==> config.mk <==
export PLATFORM = sky130hd
export DESIGN_NAME = axi_write_ctrl_flat
export DESIGN_NICKNAME = d
export VERILOG_FILES = /design/src/rtl/axi_write_ctrl_if.sv /design/src/rtl/axi_write_ctrl.sv /design/src/flat_wrapper.sv
export SDC_FILE = /design/constraint.sdc
export NUM_CORES = 1
export LEC_CHECK = 0
export ABC_AREA = 1
export BUFFER_PORTS_ARGS = -buffer_cell sky130_fd_sc_hd__buf_2
export CELL_PAD_IN_SITES_DETAIL_PLACEMENT = 1
export CELL_PAD_IN_SITES_GLOBAL_PLACEMENT = 1
export CORE_MARGIN = 2
export CORE_UTILIZATION = 26
export DETAILED_ROUTE_END_ITERATION = 7
export HOLD_SLACK_MARGIN = 0.05
export PLACE_DENSITY = 0.78
export SETUP_SLACK_MARGIN = 0.2
export SLEW_MARGIN = 20
export SYNTH_ARGS = -nofsm -noshare
export SYNTH_HDL_FRONTEND = slang
export SYNTH_SLANG_ARGS = --single-unit
==> constraint.sdc <==
create_clock -name clk -period 1.25 [get_ports clk]
set_input_delay 0.25 -clock clk [delete_from_list [all_inputs] [get_ports clk]]
set_output_delay 0.25 -clock clk [all_outputs]
set_load 0.03 [all_outputs]
==> src/rtl/axi_write_ctrl_if.sv <==
// rtl/axi_write_ctrl_if.sv - AXI3 write-channel (AW/W/B) signal bundle
interface axi_write_ctrl_if #(
    parameter int ID_W = 4
) ();
    logic [ID_W-1:0] awid;
    logic [31:0]     awaddr;
    logic [7:0]      awlen;
    logic [2:0]      awsize;
    logic [1:0]      awburst;
    logic [1:0]      awlock;
    logic [3:0]      awcache;
    logic [2:0]      awprot;
    logic            awvalid;
    logic            awready;

    logic [ID_W-1:0] wid;
    logic [31:0]     wdata;
    logic [3:0]      wstrb;
    logic            wlast;
    logic            wvalid;
    logic            wready;

    logic [ID_W-1:0] bid;
    logic [1:0]      bresp;
    logic            bvalid;
    logic            bready;

    modport master (
        output awid, awaddr, awlen, awsize, awburst, awlock, awcache, awprot, awvalid,
        input  awready,
        output wid, wdata, wstrb, wlast, wvalid,
        input  wready,
        input  bid, bresp, bvalid,
        output bready
    );

    modport slave (
        input  awid, awaddr, awlen, awsize, awburst, awlock, awcache, awprot, awvalid,
        output awready,
        input  wid, wdata, wstrb, wlast, wvalid,
        output wready,
        output bid, bresp, bvalid,
        input  bready
    );
endinterface

==> src/rtl/axi_write_ctrl.sv <==
// rtl/axi_write_ctrl.sv - SRAM-like store port to single-beat AXI3 write engine
module axi_write_ctrl #(
    parameter int            ID_W   = 4,
    parameter logic [ID_W-1:0] AXI_ID = ID_W'(1)
) (
    input  logic              clk,
    input  logic              reset,
    input  logic              req,
    input  logic [1:0]        size,
    input  logic [31:0]       addr,
    input  logic [3:0]        wstrb,
    input  logic [31:0]       wdata,
    output logic              addr_ok,
    output logic              data_ok,
    output logic              bus_err,
    output logic              wr_pending,
    output logic [31:0]       wr_pending_addr,
    axi_write_ctrl_if.master  axi
);
    typedef enum logic [1:0] {IDLE, SEND, WAIT_B} state_e;

    state_e      state_q, state_d;
    logic [31:0] addr_q, addr_d;
    logic [31:0] wdata_q, wdata_d;
    logic [3:0]  wstrb_q, wstrb_d;
    logic [1:0]  size_q, size_d;
    logic        awvalid_q, awvalid_d;
    logic        wvalid_q, wvalid_d;
    logic        bready_q, bready_d;
    logic        aw_done_q, aw_done_d;
    logic        w_done_q, w_done_d;
    logic        pending_q, pending_d;
    logic        data_ok_q, data_ok_d;
    logic        bus_err_q, bus_err_d;
    logic        aw_hs, w_hs;
    logic        unused_bid;

    assign aw_hs      = awvalid_q & axi.awready;
    assign w_hs       = wvalid_q & axi.wready;
    assign unused_bid = ^axi.bid;

    always_ff @(posedge clk) begin
        if (reset) begin
            state_q   <= IDLE;
            addr_q    <= '0;
            wdata_q   <= '0;
            wstrb_q   <= '0;
            size_q    <= '0;
            awvalid_q <= 1'b0;
            wvalid_q  <= 1'b0;
            bready_q  <= 1'b0;
            aw_done_q <= 1'b0;
            w_done_q  <= 1'b0;
            pending_q <= 1'b0;
            data_ok_q <= 1'b0;
            bus_err_q <= 1'b0;
        end else begin
            state_q   <= state_d;
            addr_q    <= addr_d;
            wdata_q   <= wdata_d;
            wstrb_q   <= wstrb_d;
            size_q    <= size_d;
            awvalid_q <= awvalid_d;
            wvalid_q  <= wvalid_d;
            bready_q  <= bready_d;
            aw_done_q <= aw_done_d;
            w_done_q  <= w_done_d;
            pending_q <= pending_d;
            data_ok_q <= data_ok_d;
            bus_err_q <= bus_err_d;
        end
    end

    always_comb begin
        state_d   = state_q;
        addr_d    = addr_q;
        wdata_d   = wdata_q;
        wstrb_d   = wstrb_q;
        size_d    = size_q;
        awvalid_d = awvalid_q;
        wvalid_d  = wvalid_q;
        bready_d  = bready_q;
        aw_done_d = aw_done_q;
        w_done_d  = w_done_q;
        pending_d = pending_q;
        data_ok_d = 1'b0;
        bus_err_d = 1'b0;
        addr_ok   = 1'b0;

        case (state_q)
            IDLE: begin
                addr_ok = req;
                if (req) begin
                    addr_d    = addr;
                    wdata_d   = wdata;
                    wstrb_d   = wstrb;
                    size_d    = size;
                    awvalid_d = 1'b1;
                    wvalid_d  = 1'b1;
                    pending_d = 1'b1;
                    state_d   = SEND;
                end
            end
            SEND: begin
                // AW and W complete independently; leave once both have been seen.
                if (aw_hs) begin
                    awvalid_d = 1'b0;
                    aw_done_d = 1'b1;
                end
                if (w_hs) begin
                    wvalid_d = 1'b0;
                    w_done_d = 1'b1;
                end
                if ((aw_done_q | aw_hs) & (w_done_q | w_hs)) begin
                    aw_done_d = 1'b0;
                    w_done_d  = 1'b0;
                    bready_d  = 1'b1;
                    state_d   = WAIT_B;
                end
            end
            WAIT_B: begin
                if (axi.bvalid & bready_q) begin
                    bready_d  = 1'b0;
                    pending_d = 1'b0;
                    data_ok_d = 1'b1;
                    bus_err_d = (axi.bresp != 2'b00);
                    state_d   = IDLE;
                end
            end
            default: state_d = IDLE;
        endcase
    end

    assign data_ok         = data_ok_q;
    assign bus_err         = bus_err_q;
    assign wr_pending      = pending_q;
    assign wr_pending_addr = addr_q;

    assign axi.awid    = AXI_ID;
    assign axi.awaddr  = addr_q;
    assign axi.awlen   = 8'd0;
    assign axi.awsize  = {1'b0, size_q};
    assign axi.awburst = 2'b01;
    assign axi.awlock  = 2'b00;
    assign axi.awcache = 4'd0;
    assign axi.awprot  = 3'd0;
    assign axi.awvalid = awvalid_q;
    assign axi.wid     = AXI_ID;
    assign axi.wdata   = wdata_q;
    assign axi.wstrb   = wstrb_q;
    assign axi.wlast   = 1'b1;
    assign axi.wvalid  = wvalid_q;
    assign axi.bready  = bready_q;
endmodule

==> src/flat_wrapper.sv <==
// flat-port wrapper written by rule: the top's interface ports become plain ports
module axi_write_ctrl_flat 
#(
    parameter int            ID_W   = 4,
    parameter logic [ID_W-1:0] AXI_ID = ID_W'(1)
)
  (clk, reset, req, size, addr, wstrb, wdata, addr_ok, data_ok, bus_err, wr_pending, wr_pending_addr, axi_awid, axi_awaddr, axi_awlen, axi_awsize, axi_awburst, axi_awlock, axi_awcache, axi_awprot, axi_awvalid, axi_awready, axi_wid, axi_wdata, axi_wstrb, axi_wlast, axi_wvalid, axi_wready, axi_bid, axi_bresp, axi_bvalid, axi_bready);
  axi_write_ctrl_if #(.ID_W(ID_W)) axi_i ();
  input  logic clk;
  input  logic reset;
  input  logic req;
  input  logic [1:0] size;
  input  logic [31:0] addr;
  input  logic [3:0] wstrb;
  input  logic [31:0] wdata;
  output logic addr_ok;
  output logic data_ok;
  output logic bus_err;
  output logic wr_pending;
  output logic [31:0] wr_pending_addr;
  output wire logic [$bits(axi_i.awid)-1:0] axi_awid;
  output wire logic [$bits(axi_i.awaddr)-1:0] axi_awaddr;
  output wire logic [$bits(axi_i.awlen)-1:0] axi_awlen;
  output wire logic [$bits(axi_i.awsize)-1:0] axi_awsize;
  output wire logic [$bits(axi_i.awburst)-1:0] axi_awburst;
  output wire logic [$bits(axi_i.awlock)-1:0] axi_awlock;
  output wire logic [$bits(axi_i.awcache)-1:0] axi_awcache;
  output wire logic [$bits(axi_i.awprot)-1:0] axi_awprot;
  output wire logic [$bits(axi_i.awvalid)-1:0] axi_awvalid;
  input wire logic [$bits(axi_i.awready)-1:0] axi_awready;
  output wire logic [$bits(axi_i.wid)-1:0] axi_wid;
  output wire logic [$bits(axi_i.wdata)-1:0] axi_wdata;
  output wire logic [$bits(axi_i.wstrb)-1:0] axi_wstrb;
  output wire logic [$bits(axi_i.wlast)-1:0] axi_wlast;
  output wire logic [$bits(axi_i.wvalid)-1:0] axi_wvalid;
  input wire logic [$bits(axi_i.wready)-1:0] axi_wready;
  input wire logic [$bits(axi_i.bid)-1:0] axi_bid;
  input wire logic [$bits(axi_i.bresp)-1:0] axi_bresp;
  input wire logic [$bits(axi_i.bvalid)-1:0] axi_bvalid;
  output wire logic [$bits(axi_i.bready)-1:0] axi_bready;
  assign axi_awid = axi_i.awid;
  assign axi_awaddr = axi_i.awaddr;
  assign axi_awlen = axi_i.awlen;
  assign axi_awsize = axi_i.awsize;
  assign axi_awburst = axi_i.awburst;
  assign axi_awlock = axi_i.awlock;
  assign axi_awcache = axi_i.awcache;
  assign axi_awprot = axi_i.awprot;
  assign axi_awvalid = axi_i.awvalid;
  assign axi_i.awready = axi_awready;
  assign axi_wid = axi_i.wid;
  assign axi_wdata = axi_i.wdata;
  assign axi_wstrb = axi_i.wstrb;
  assign axi_wlast = axi_i.wlast;
  assign axi_wvalid = axi_i.wvalid;
  assign axi_i.wready = axi_wready;
  assign axi_i.bid = axi_bid;
  assign axi_i.bresp = axi_bresp;
  assign axi_i.bvalid = axi_bvalid;
  assign axi_bready = axi_i.bready;
  axi_write_ctrl #(.ID_W(ID_W), .AXI_ID(AXI_ID)) u_core (.clk(clk), .reset(reset), .req(req), .size(size), .addr(addr), .wstrb(wstrb), .wdata(wdata), .addr_ok(addr_ok), .data_ok(data_ok), .bus_err(bus_err), .wr_pending(wr_pending), .wr_pending_addr(wr_pending_addr), .axi(axi_i));
endmodule
==> results.md <==
* Setup CP Type: flip-flop to primary output
* Worst setup SP type: flip-flop
* Die Ht at 119 um
* Root buf cell: clkbuf_16
* H-Tree Depth at 3
* Fin util at 45.7%
* GR Overflow Total at 0
* CP cell instances: inv_4 -> ha_4 -> nand2_8 -> clkinv_8 -> buf_8
* Die Wd at 119 um
* Tcrit/Tclk final at 113%
* Via count at 3443
* Synthesized instance count at 434
* CTS clock-pin slew for the worst setup and hold paths at 0.06 ns
* Hold-fix buffers, CTS at 0
* Max incr delay on CP at 0.36 ns
* Synth Area per Inst at 7.87 um^2
* Pin count of the biggest net entering global routing at 40
* Endpoints failing setup at 75
* Worst path slowest cell: dfxtp_4
* Total track usage at 14.6%
* Top-count cell post-synth: nor2_1
* Fillers at 1519
* Detailed Route WL at 12700 um
* Endpoints failing hold at 0
* Top_reg_cell synth: dfxtp_1
* Nets at 694
* First-pass GRT wire length at 16300 um
* Critical path fanouts, max at 2
* Number of diodes at 0
* Skew-Pair Late Insertion Delay at 0.34 ns
* Core area at 12700 um^2
* Critical Path RT at 1.00 ns
* Power Dens Cells at 2540 nW/um^2
* Initial Utilization at 26.8%
* Hold Crit Class: primary input to flip-flop
* CTS tree: yes
* YS warnings at 0
* Ys async rst share at 0%
* Top delay family on crit path: flip-flops
* Max Slew Vio Count at 0
* Sequential-to-total area share from yosys stat at 46.9%
* Initial antenna violation count at 0
* IO buf count at 186
* Synth Cell Area at 3410 um^2
* Deepest clock path buffer count at 2
* Number of global-route vias before repair at 3294
* Leakage at 2.68 nW
* Power, Total at 0.0148 W
* Run status: complete, but fails checks
* Drt drc at 0
* Total CTS buffers at 9
* Detail Placement HPWL at 7150 um
* Routed Antenna Nets at 0
* Num rows at 41
* Cell variety after synth at 23
* #FFs+latches synth at 80
* RSZ-0062 raised after global routing: yes
* Synth area leader: dfxtp_1
* 1st-iter DRT viols at 99
* Crit path capture type: primary output
* Post-synth EDFFs at 0
* Max VDD drop at 1.14 mV
* Synthesis-to-finish area growth at 70.2%
* Crit path buf inv count at 3
* Post-DR wirelength/cell at 16.1 um
* Top post-synthesis cells by area: dfxtp_1 (47%), nor2_1 (16%), buf_4 (13%)
* Synth top area share at 46.9%
* Clock sinks at 80
* Die area at 14100 um^2
* Top Ports at 220
* TritonRoute pass-1 iters at 4
* Vias per Instance at 4.39
* Pre-CTS setup slack at -0.0838 ns
* Worst hold slack at 0.107 ns
* Arrival time at the worst endpoint at 1.16 ns
* Share of cells above drive strength 1 at 56.2%
* Max Freq at 708 MHz
* Final worst slack at -0.162 ns
* Clock skew at 0.00732 ns
* Failing checks: setup timing
* Synth top cells by count: nor2_1 (144), dfxtp_1 (80), buf_4 (61)
* Routability cong. at 0.702
* Tmin final at 1.41 ns
* Maxcap violations at 0
==> cells by family after synthesis <==
logic type                 after synthesis  share of synthesized area, %
adders and majority gates                5                          1.83
buffers and inverters                   95                          19.5
and+or+nand+nor                        167                          18.7
DFF                                     80                          46.9
AOI/OAI and AO/OA                       85                          12.8
other                                    2                         0.220
==> power breakdown <==
part	leakage (nW)	switching, W	internal, W
registers	0.683	0.000632	0.00334
clock network	0.172	0.00105	0.00206
logic	1.82	0.00438	0.00332
total	2.68	0.00607	0.00871
==> flip-flops by register name, indices dropped and copies added (netlist names), 2 cells and up <==
register and cells:
u_core.axi.awaddr 32, u_core.axi.wdata 32, u_core.axi.wstrb 4, u_core.size_q 2, u_core.state_q 2
==> per-stage QoR <==
step,setup TNS (ns),cells,cell area (um^2)
floorplan,0,461,3540
finish,-4.88,784,5810
CTS,-4.77,770,4930
detailed placement,-1.46,745,4210
global placement,-0.0673,745,4210
global route,-9.10,784,5810
==> worst register-to-register path, delay by kind of cell (launching register included) <==
kind                       cells  cell delay (ns)
buffers and inverters          4             0.53
DFF                            1             0.36
adders and majority gates      1             0.17
and+or+nand+nor                3             0.23
==> path summary, 6_finish.rpt <==
kind                         from                   end  slack, ns  cells after the start
max             u_core.state_q[0]               addr_ok      -0.16                      5
min                  axi_bresp[0]        u_core.bus_err       0.11                      2
max reg2reg     u_core.state_q[0]  u_core.axi.wdata[27]      -0.14                      8
min reg2reg  u_core.axi.wdata[23]  u_core.axi.wdata[23]       0.47                      2
==> final cells by class <==
class / instances / area, um^2 / area share (%)
timing repair buffer: 218 / 2010 / 34.6
clock buffer: 11 / 253 / 4.35
tap: 172 / 215 / 3.70
multi-input combinational: 286 / 1470 / 25.3
clock inverter: 5 / 103 / 1.77
sequential: 80 / 1700 / 29.2
inverter: 12 / 62.6 / 1.08
==> layout by cell type, fill, tap and decap left out, types with 2 or more instances in the layout <==
cell type,count
dfxtp_4,12
buf_4,23
o211ai_1,2
buf_12,6
buf_6,104
o21ai_1,56
ha_4,3
a21oi_1,5
buf_2,79
o21ai_0,3
dfxtp_2,41
a21oi_2,2
o21ai_2,13
nand2_2,3
clkbuf_8,2
inv_4,2
inv_2,5
nand3_2,3
inv_1,4
nand2_1,13
nor2_2,16
nand2_4,2
dfxtp_1,27
conb_1,29
bufinv_16,3
clkbuf_16,12
nor2_1,127
==> per-layer routing <==
metal | track usage (%) | part of all wire [%] | vias to the layer above
li1 | - | - | 1630
met2 | 27.6 | 55 | 129
met4 | 5.95 | 2.2 | 0
met5 | 0 | 0 | -
met3 | 4.10 | 5.5 | 21
met1 | 15.0 | 37 | 1663
==> repair_timing <==
| item | CTS | global route |
|---|---|---|
| gates resized for setup | 126 | 340 |
| cloned | 2 | 3 |
| setup buffers | 7 | 11 |
| pin swaps | 9 | 7 |
| endpoints found under the setup margin | 189 | 188 |
No activity file was read; power rests on OpenSTA's default activity.
